--- config.mk ---
export PLATFORM = sky130hd
export DESIGN_NAME = gpio_port_flat
export DESIGN_NICKNAME = d
export VERILOG_FILES = /design/src/rtl/gpio_port_if.sv /design/src/rtl/gpio_port.sv /design/src/flat_wrapper.sv
export SDC_FILE = /design/constraint.sdc
export NUM_CORES = 1
export LEC_CHECK = 0
export ABC_AREA = 1
export CAP_MARGIN = 10
export CORE_UTILIZATION = 55
export CTS_CLUSTER_DIAMETER = 120
export DETAILED_ROUTE_END_ITERATION = 6
export PLACE_DENSITY = 0.82
export SYNTH_ARGS = -nofsm -noshare
export SYNTH_HDL_FRONTEND = slang
export SYNTH_SLANG_ARGS = --single-unit
--- constraint.sdc ---
create_clock -name clk -period 1.8 [get_ports clk]
set_clock_uncertainty 0.05 [all_clocks]
set_input_delay 0.45 -clock clk [delete_from_list [all_inputs] [get_ports clk]]
set_output_delay 0.45 -clock clk [all_outputs]
set_load 0.02 [all_outputs]
--- src/rtl/gpio_port_if.sv ---
// CPU data-bus bundle for the GPIO port.
// The CPU side drives a request strobe, direction, word address and write data.
// The peripheral answers one cycle later with ack and, for reads, rdata.
interface gpio_port_if #(
  parameter int DATA_WIDTH = 32,
  parameter int ADDR_WIDTH = 3
);

  logic                  req;
  logic                  we;
  logic [ADDR_WIDTH-1:0] addr;
  logic [DATA_WIDTH-1:0] wdata;
  logic [DATA_WIDTH-1:0] rdata;
  logic                  ack;

  // CPU side: issues requests and receives responses
  modport master (
    output req,
    output we,
    output addr,
    output wdata,
    input  rdata,
    input  ack
  );

  // Peripheral side: accepts requests and returns responses
  modport slave (
    input  req,
    input  we,
    input  addr,
    input  wdata,
    output rdata,
    output ack
  );

endinterface

--- src/rtl/gpio_port.sv ---
// Memory-mapped GPIO port.
//   word 0 OUT  : output data register, drives gpio_out directly
//   word 1 IN   : synchronized pin values, read-only
//   word 2 DIR  : per-bit output enable, drives gpio_oe directly
//   word 3 RISE : sticky rising-edge status, write-1-to-clear
//   word 4 IEN  : interrupt enable mask for RISE
//   words 5-7   : read as zero, writes ignored
// Every request is accepted and answered with a single-cycle ack on the next cycle.
// irq is the OR of RISE & IEN and is built only from flop outputs.
module gpio_port #(
  parameter int DATA_WIDTH = 32,
  parameter int ADDR_WIDTH = 3
) (
  input  logic                  clk,
  input  logic                  reset,
  gpio_port_if.slave            bus,
  input  logic [DATA_WIDTH-1:0] gpio_in,
  output logic [DATA_WIDTH-1:0] gpio_out,
  output logic [DATA_WIDTH-1:0] gpio_oe,
  output logic                  irq
);

  // Register word addresses
  localparam logic [ADDR_WIDTH-1:0] ADDR_OUT  = ADDR_WIDTH'(0);
  localparam logic [ADDR_WIDTH-1:0] ADDR_IN   = ADDR_WIDTH'(1);
  localparam logic [ADDR_WIDTH-1:0] ADDR_DIR  = ADDR_WIDTH'(2);
  localparam logic [ADDR_WIDTH-1:0] ADDR_RISE = ADDR_WIDTH'(3);
  localparam logic [ADDR_WIDTH-1:0] ADDR_IEN  = ADDR_WIDTH'(4);

  // Pin synchronizer (two stages) and previous-value flop for edge detection
  logic [DATA_WIDTH-1:0] r_sync1;
  logic [DATA_WIDTH-1:0] r_sync2;
  logic [DATA_WIDTH-1:0] r_prev;

  // Software-visible registers
  logic [DATA_WIDTH-1:0] r_out;
  logic [DATA_WIDTH-1:0] r_dir;
  logic [DATA_WIDTH-1:0] r_rise;
  logic [DATA_WIDTH-1:0] r_ien;

  // Bus response registers
  logic                  r_ack;
  logic [DATA_WIDTH-1:0] r_rdata;

  // Decoded access strobes
  logic                  w_wr_en;
  logic                  w_rd_en;
  logic                  w_wr_out;
  logic                  w_wr_dir;
  logic                  w_wr_rise;
  logic                  w_wr_ien;

  // Edge detection and RISE next-state
  logic [DATA_WIDTH-1:0] w_rise_evt;
  logic [DATA_WIDTH-1:0] w_rise_clr;
  logic [DATA_WIDTH-1:0] w_rise_next;

  // Read multiplexer output
  logic [DATA_WIDTH-1:0] w_rd_val;

  assign w_wr_en   = bus.req & bus.we;
  assign w_rd_en   = bus.req & ~bus.we;
  assign w_wr_out  = w_wr_en & (bus.addr == ADDR_OUT);
  assign w_wr_dir  = w_wr_en & (bus.addr == ADDR_DIR);
  assign w_wr_rise = w_wr_en & (bus.addr == ADDR_RISE);
  assign w_wr_ien  = w_wr_en & (bus.addr == ADDR_IEN);
  // Writes to IN and to unmapped words decode to nothing; they are still acked.

  // A rise event is the synchronized value being 1 where the previous sample was 0.
  assign w_rise_evt = r_sync2 & ~r_prev;

  // Per-bit RISE update: a new event sets the bit even if software clears it in
  // the same cycle, so an edge arriving during a clear is never lost.
  genvar gi;
  generate
    for (gi = 0; gi < DATA_WIDTH; gi++) begin : g_rise_bit
      assign w_rise_clr[gi]  = w_wr_rise & bus.wdata[gi];
      assign w_rise_next[gi] = w_rise_evt[gi] | (r_rise[gi] & ~w_rise_clr[gi]);
    end
  endgenerate

  // Two-flop synchronizer for the asynchronous pins, plus the previous-value stage
  always_ff @(posedge clk or negedge reset) begin
    if (!reset) begin
      r_sync1 <= '0;
      r_sync2 <= '0;
      r_prev  <= '0;
    end else begin
      r_sync1 <= gpio_in;
      r_sync2 <= r_sync1;
      r_prev  <= r_sync2;
    end
  end

  // Read/write control registers, updated at the edge that accepts the write
  always_ff @(posedge clk or negedge reset) begin
    if (!reset) begin
      r_out <= '0;
      r_dir <= '0;
      r_ien <= '0;
    end else begin
      if (w_wr_out) begin
        r_out <= bus.wdata;
      end
      if (w_wr_dir) begin
        r_dir <= bus.wdata;
      end
      if (w_wr_ien) begin
        r_ien <= bus.wdata;
      end
    end
  end

  // Sticky rising-edge status register
  always_ff @(posedge clk or negedge reset) begin
    if (!reset) begin
      r_rise <= '0;
    end else begin
      r_rise <= w_rise_next;
    end
  end

  // Read multiplexer: register values as they stand before the accepting edge
  always_comb begin
    w_rd_val = '0;
    unique case (bus.addr)
      ADDR_OUT:  w_rd_val = r_out;
      ADDR_IN:   w_rd_val = r_sync2;
      ADDR_DIR:  w_rd_val = r_dir;
      ADDR_RISE: w_rd_val = r_rise;
      ADDR_IEN:  w_rd_val = r_ien;
      default:   w_rd_val = '0;
    endcase
  end

  // Bus response: ack one cycle after every request; rdata only carries read data
  always_ff @(posedge clk or negedge reset) begin
    if (!reset) begin
      r_ack   <= 1'b0;
      r_rdata <= '0;
    end else begin
      r_ack   <= bus.req;
      r_rdata <= w_rd_en ? w_rd_val : '0;
    end
  end

  assign bus.ack   = r_ack;
  assign bus.rdata = r_rdata;
  assign gpio_out  = r_out;
  assign gpio_oe   = r_dir;
  assign irq       = |(r_rise & r_ien);

endmodule
--- src/flat_wrapper.sv ---
// flat-port wrapper written by rule: the top's interface ports become plain ports
module gpio_port_flat 
#(
  parameter int DATA_WIDTH = 32,
  parameter int ADDR_WIDTH = 3
)
  (clk, reset, gpio_in, gpio_out, gpio_oe, irq, bus_req, bus_we, bus_addr, bus_wdata, bus_rdata, bus_ack);
  gpio_port_if #(.DATA_WIDTH(DATA_WIDTH), .ADDR_WIDTH(ADDR_WIDTH)) bus_i ();
  input  logic clk;
  input  logic reset;
  input  logic [DATA_WIDTH-1:0] gpio_in;
  output logic [DATA_WIDTH-1:0] gpio_out;
  output logic [DATA_WIDTH-1:0] gpio_oe;
  output logic irq;
  input wire logic [$bits(bus_i.req)-1:0] bus_req;
  input wire logic [$bits(bus_i.we)-1:0] bus_we;
  input wire logic [$bits(bus_i.addr)-1:0] bus_addr;
  input wire logic [$bits(bus_i.wdata)-1:0] bus_wdata;
  output wire logic [$bits(bus_i.rdata)-1:0] bus_rdata;
  output wire logic [$bits(bus_i.ack)-1:0] bus_ack;
  assign bus_i.req = bus_req;
  assign bus_i.we = bus_we;
  assign bus_i.addr = bus_addr;
  assign bus_i.wdata = bus_wdata;
  assign bus_rdata = bus_i.rdata;
  assign bus_ack = bus_i.ack;
  gpio_port #(.DATA_WIDTH(DATA_WIDTH), .ADDR_WIDTH(ADDR_WIDTH)) u_core (.clk(clk), .reset(reset), .bus(bus_i), .gpio_in(gpio_in), .gpio_out(gpio_out), .gpio_oe(gpio_oe), .irq(irq));
endmodule
Word level (Yosys, flattened, before mapping)

Index checks and enable logic that the tools add are counted.

Bitwise logic cells: 138
Equality and inequality tests: 4
Reduce and logical (&&, ||, !) cells: 2
Multiplexer cells: 2

Operators by type and width:

| kind                 | count |
|---|---|
| $pmux W32 S5         | 1 |
| $and A1 B1 Y1        | 70 |
| $and A32 B32 Y32     | 2 |
| $not A1 Y1           | 33 |
| $mux W32             | 1 |
| $not A32 Y32         | 1 |
| $or A1 B1 Y1         | 32 |
| $reduce_or A32 Y1    | 1 |
| $eq A3 B2 Y1 const B | 2 |
| $eq A3 B1 Y1 const B | 1 |
| $eq A3 B3 Y1 const B | 1 |
| $logic_not A3 Y1     | 1 |

Input port bits: 71
Bits in registers: 257
Output and inout port bits: 98

Logic depth before layout (Yosys ltp)

Word-level depth: 6
Depth in mapped cells: 9
Mapped depth without buffers: 7

Worst setup path after synthesis

Ideal clock, no wire load.

Path type: input-to-reg
From: input bus_addr[0]
To: register u_core.r_ien[11]
Arrival: 1.251 ns
Data required time: 1.619 ns
Slack: 0.369 ns
Cell stages on the path: 8
Path through: buf_2 -> nor2_2 -> nand2_1 -> inv_2 -> nand2_4 -> buf_2 -> nand2_1 -> o21ai_0

Cells in the longest elaborated chain, start to end: 2

Ends and longest elaborated chain:

| what                 | RTL line           | RTL |
|---|---|---|
| start, declared      | flat_wrapper.sv:17 | `input wire logic [$bits(bus_i.addr)-1:0] bus_addr;` |
| $eq A3 B3 Y1         | gpio_port.sv:66    | `assign w_wr_ien = w_wr_en & (bus.addr == ADDR_IEN);` |
| $and A1 B1 Y1        | gpio_port.sv:66    |  |
| end signal, assigned | gpio_port.sv:109   | `r_ien <= bus.wdata;` |
| end, declared        | gpio_port.sv:39    | `logic [DATA_WIDTH-1:0] r_ien;` |

No other way between the ends.
A chain may end at the register's enable or synchronous reset.

Final worst setup path

From: register u_core.r_rise[18]
To: output irq

Cells in the longest elaborated chain, start to end: 2

Ends and longest elaborated chain:

| what                   | RTL line           | RTL |
|---|---|---|
| start, declared        | gpio_port.sv:38    | `logic [DATA_WIDTH-1:0] r_rise;` |
| start signal, assigned | gpio_port.sv:119   | `r_rise <= w_rise_next;` |
| $and A32 B32 Y32       | gpio_port.sv:151   | `assign irq = \|(r_rise & r_ien);` |
| $reduce_or A32 Y1      | gpio_port.sv:151   |  |
| end, declared          | flat_wrapper.sv:14 | `output logic irq;` |

No other way between the ends.

==> impl_metrics.py <==
metrics = {
    "routing": {
        "detailedRoute.firstPassIterationCount": 5,
        "drtAntennaViolNets": 0,
        "vias_per_cell": 5.703,
        "drc_errors": 0,
        "via_count": 8594,
        "drt_iter0_drc": 756,
        "wire_per_inst_um": 18.21,
        "wl_um": 27440,
    },
    "logic_synthesis": {
        "synth_top_family_by_area": "simple AND/OR/NAND/NOR gates",
        "synth_top_area_cell": "dfrtp_1",
        "syn_nets": 1094,
        "synth-edff-count": 0,
        "synthSimpleGateAreaFrac_pct": 22.28,
        "synth_top_area_share_pct": 64.92,
        "synthTopCellsByArea": "dfrtp_1 (65%), nand2_1 (8.8%), o21ai_0 (6.5%)",
        "dominantRegCellSynth": "dfrtp_1",
        "synthAdderAreaFrac_pct": 0,
        "yosysWarningCount": 0,
        "synth_xor_area_share_pct": 0,
        "ys_seq_elements": 257,
        "synth.most_common_cell": "dfrtp_1",
        "synthArstFlopShare_pct": 100.0,
        "synth_area_per_cell_sq_um": 9.683,
        "synth_common_cells": "dfrtp_1 (257), nand2_1 (233), o21ai_0 (128), nand3_1 (81), nand4_1 (81)",
        "synthMuxAreaShare_pct": 0,
        "synthCells": 1023,
        "synth-compound-area-share_pct": 7.275,
        "yosysUniqueCellTypes": 19,
        "syn_area_sq_um": 9906,
        "synth-seq-area-share_pct": 64.92,
    },
    "floorplanning": {
        "dieArea_sq_um": 18550,
        "die_y_um": 136.2,
        "start_util_pct": 56.87,
        "io_pins": 169,
        "placementRows": 48,
        "die_w_um": 136.2,
        "core_region_area_sq_um": 17420,
    },
    "critical_path": {
        "endpoint_kind": "output pin",
        "cp_slowest_cell": "dfrtp_1",
        "path_delay_family": "simple AND/OR/NAND/NOR gates",
        "crit_path_max_fanout": 2,
        "slowest_delay_ns": 0.39,
        "crit_chain": "nand2_1 > nand2_1 > nor2_1 > nand2_2 > nor2_4 > nand2_2 > buf_6",
        "path_buf_inv": 1,
        "path_class": "register to output pin",
        "cp.arrival_ns": 1.62,
        "cp-start-kind": "register",
        "crit_required_ns": 1.30,
    },
    "grt": {
        "use_met2_pct": 50.14,
        "grt_busiest_layer": "met2",
        "grt_max_degree": 63,
        "overflow": 0,
        "globalRouteMet3Util_pct": 4.810,
        "track_usage_pct": 30.54,
        "grt_pass1_wl_um": 43470,
        "grt_pass1_vias": 8573,
        "use_met1_pct": 40.47,
        "antenna_found_initial": 0,
    },
    "clock_tree": {
        "cts_buffers": 26,
        "cts.clk_slew.worst_paths_ns": 0.07,
        "insertion_delay_ns": 0.53,
        "cts_setup_buffers": 0,
        "cts.sinks": 257,
        "cts-root-buf": "clkbuf_16",
        "cts_buffer_depth": 3,
        "ctsHtreeMaxLevel": 1,
        "cts_tree": "yes",
    },
    "timing": {
        "rsz0062_at_grt": "yes",
        "layout_setup_ws_ns": -0.3203,
        "finalCriticalPeriod_ns": 2.120,
        "min_period_over_period_pct": 117.8,
        "drv_slew": 0,
        "hold_viol": 0,
        "max_freq_mhz": 471.6,
        "setup_viol": 1,
        "slew_headroom_pct": 68.23,
        "tightest_slew_ns": 0.4765,
    },
    "place": {
        "gp_congestion": 0.8128,
        "io_buffers": 168,
        "dp_cells": 1458,
        "hpwl_um": 17480,
    },
    "power_and_ir_drop": {
        "power.leakage_nw": 6.600,
        "ir_worst_vdd_mv": 0.9137,
        "p_per_area_nw_per_um2": 1130,
    },
    "flow_run": {
        "cap_violations": 0,
    },
    "worst_hold_path": {
        "hold_path.class": "register to register",
    },
    "outcome": {
        "status": "complete, but fails checks",
        "violations": "negative setup slack",
    },
    "layout": {
        "fin_nets": 1333,
        "syn_to_final_growth_pct": 35.56,
        "multiInputGateArea_sq_um": 2959,
        "fin_util_pct": 77.10,
        "antenna_cells": 0,
        "n_fill_cell": 1137,
        "regArea_sq_um": 6431,
        "stdcell_count": 1507,
        "drive_gt1_share_pct": 14.59,
    },
}
layout make-up:
cell class / instances / share of cell area, %
clock buffers: 34 / 5.442
flip-flops and latches: 257 / 47.89
well taps: 225 / 2.097
repair buffers: 273 / 19.10
clock inverters: 14 / 1.463
multi-input cells: 634 / 22.04
inverters: 70 / 1.966
flip-flops by register name (all words and copies together) (netlist names):
signal	count
u_core.bus.rdata	32
u_core.gpio_oe	32
u_core.gpio_out	32
u_core.r_ien	32
u_core.r_prev	32
u_core.r_rise	32
u_core.r_sync1	32
u_core.r_sync2	32
u_core.bus.ack	1
layout by cell type (no fill, tap or decap), types with 16 or more instances in the layout:
cell / n
buf_12: 16
buf_4: 88
clkbuf_16: 26
clkdlybuf4s15_1: 26
clkdlybuf4s50_1: 67
dfrtp_1: 257
dlygate4sd2_1: 67
inv_1: 66
nand2_1: 231
nand3_1: 81
nand4_1: 81
nor2_1: 71
o21ai_0: 128
o21ai_1: 16
or2_2: 16
timing repair:
action / 4_1_cts / 5_1_grt
gates cloned: 0 / 0
resized for setup: 111 / 33
hold endpoints to repair: 49 / 0
setup endpoints to repair: 98 / 28
hold buffers: 1 / 0
pin swaps: 0 / 5
layer usage:
metal	part of all wire [%]	vias to the layer above
li1	-	3871
met1	40	4167
met2	49	456
met3	7.6	100
met4	3.7	0
met5	0	-
final timing paths:
| check | start | end | slack (ns) | cells after the start |
|---|---|---|---|---|
| max in group asynchronous | reset | u_core.bus.rdata[29] | 0.68 | 3 |
| min reg2reg | u_core.r_sync1[29] | u_core.r_sync2[29] | 0.30 | 0 |
| min | u_core.r_sync1[29] | u_core.r_sync2[29] | 0.30 | 0 |
| min in group asynchronous | reset | u_core.r_prev[10] | 0.40 | 2 |
| max reg2reg | u_core.r_ien[14] | u_core.bus.rdata[14] | 0.67 | 5 |
| max | u_core.r_rise[18] | irq | -0.32 | 7 |
metrics by stage:
step	hold WS [ns]	worst slack [ns]	TNS [ns]	total power [mW]	cell area, sq um
floorplan	0.1044	0.3687	0	8.062	9906
CTS	0.2842	-0.3270	-0.3270	15.20	13400
detailed placement	0.2847	-0.2387	-24.71	9.708	12580
finish	0.2964	-0.3203	-0.3203	15.18	13430
global placement	0.2817	-0.1974	-22.58	9.604	12580
global route	0.2839	-0.3772	-0.3772	15.75	13430
kinds of logic after synthesis:
kind of cell,after synthesis
compound gates,144
flops,257
buf+inv,132
simple gates,490
worst reg2reg max path, stage by stage (launching register included):
cell	delay, ns
dfrtp_1	0.39
buf_4	0.14
nand3_1	0.10
nand3_1	0.12
nor2_1	0.15
nor2_1	0.07
power breakdown:
group          total [mW]  switching (mW)  leakage, nW  internal, mW
Sequential           6.83           0.443         3.08          6.39
Combinational        2.62            1.50         3.07          1.12
Clock                5.73            2.27        0.448          3.45
Total                15.2            4.22         6.60          11.0
(Power assumes the default switching activity.)
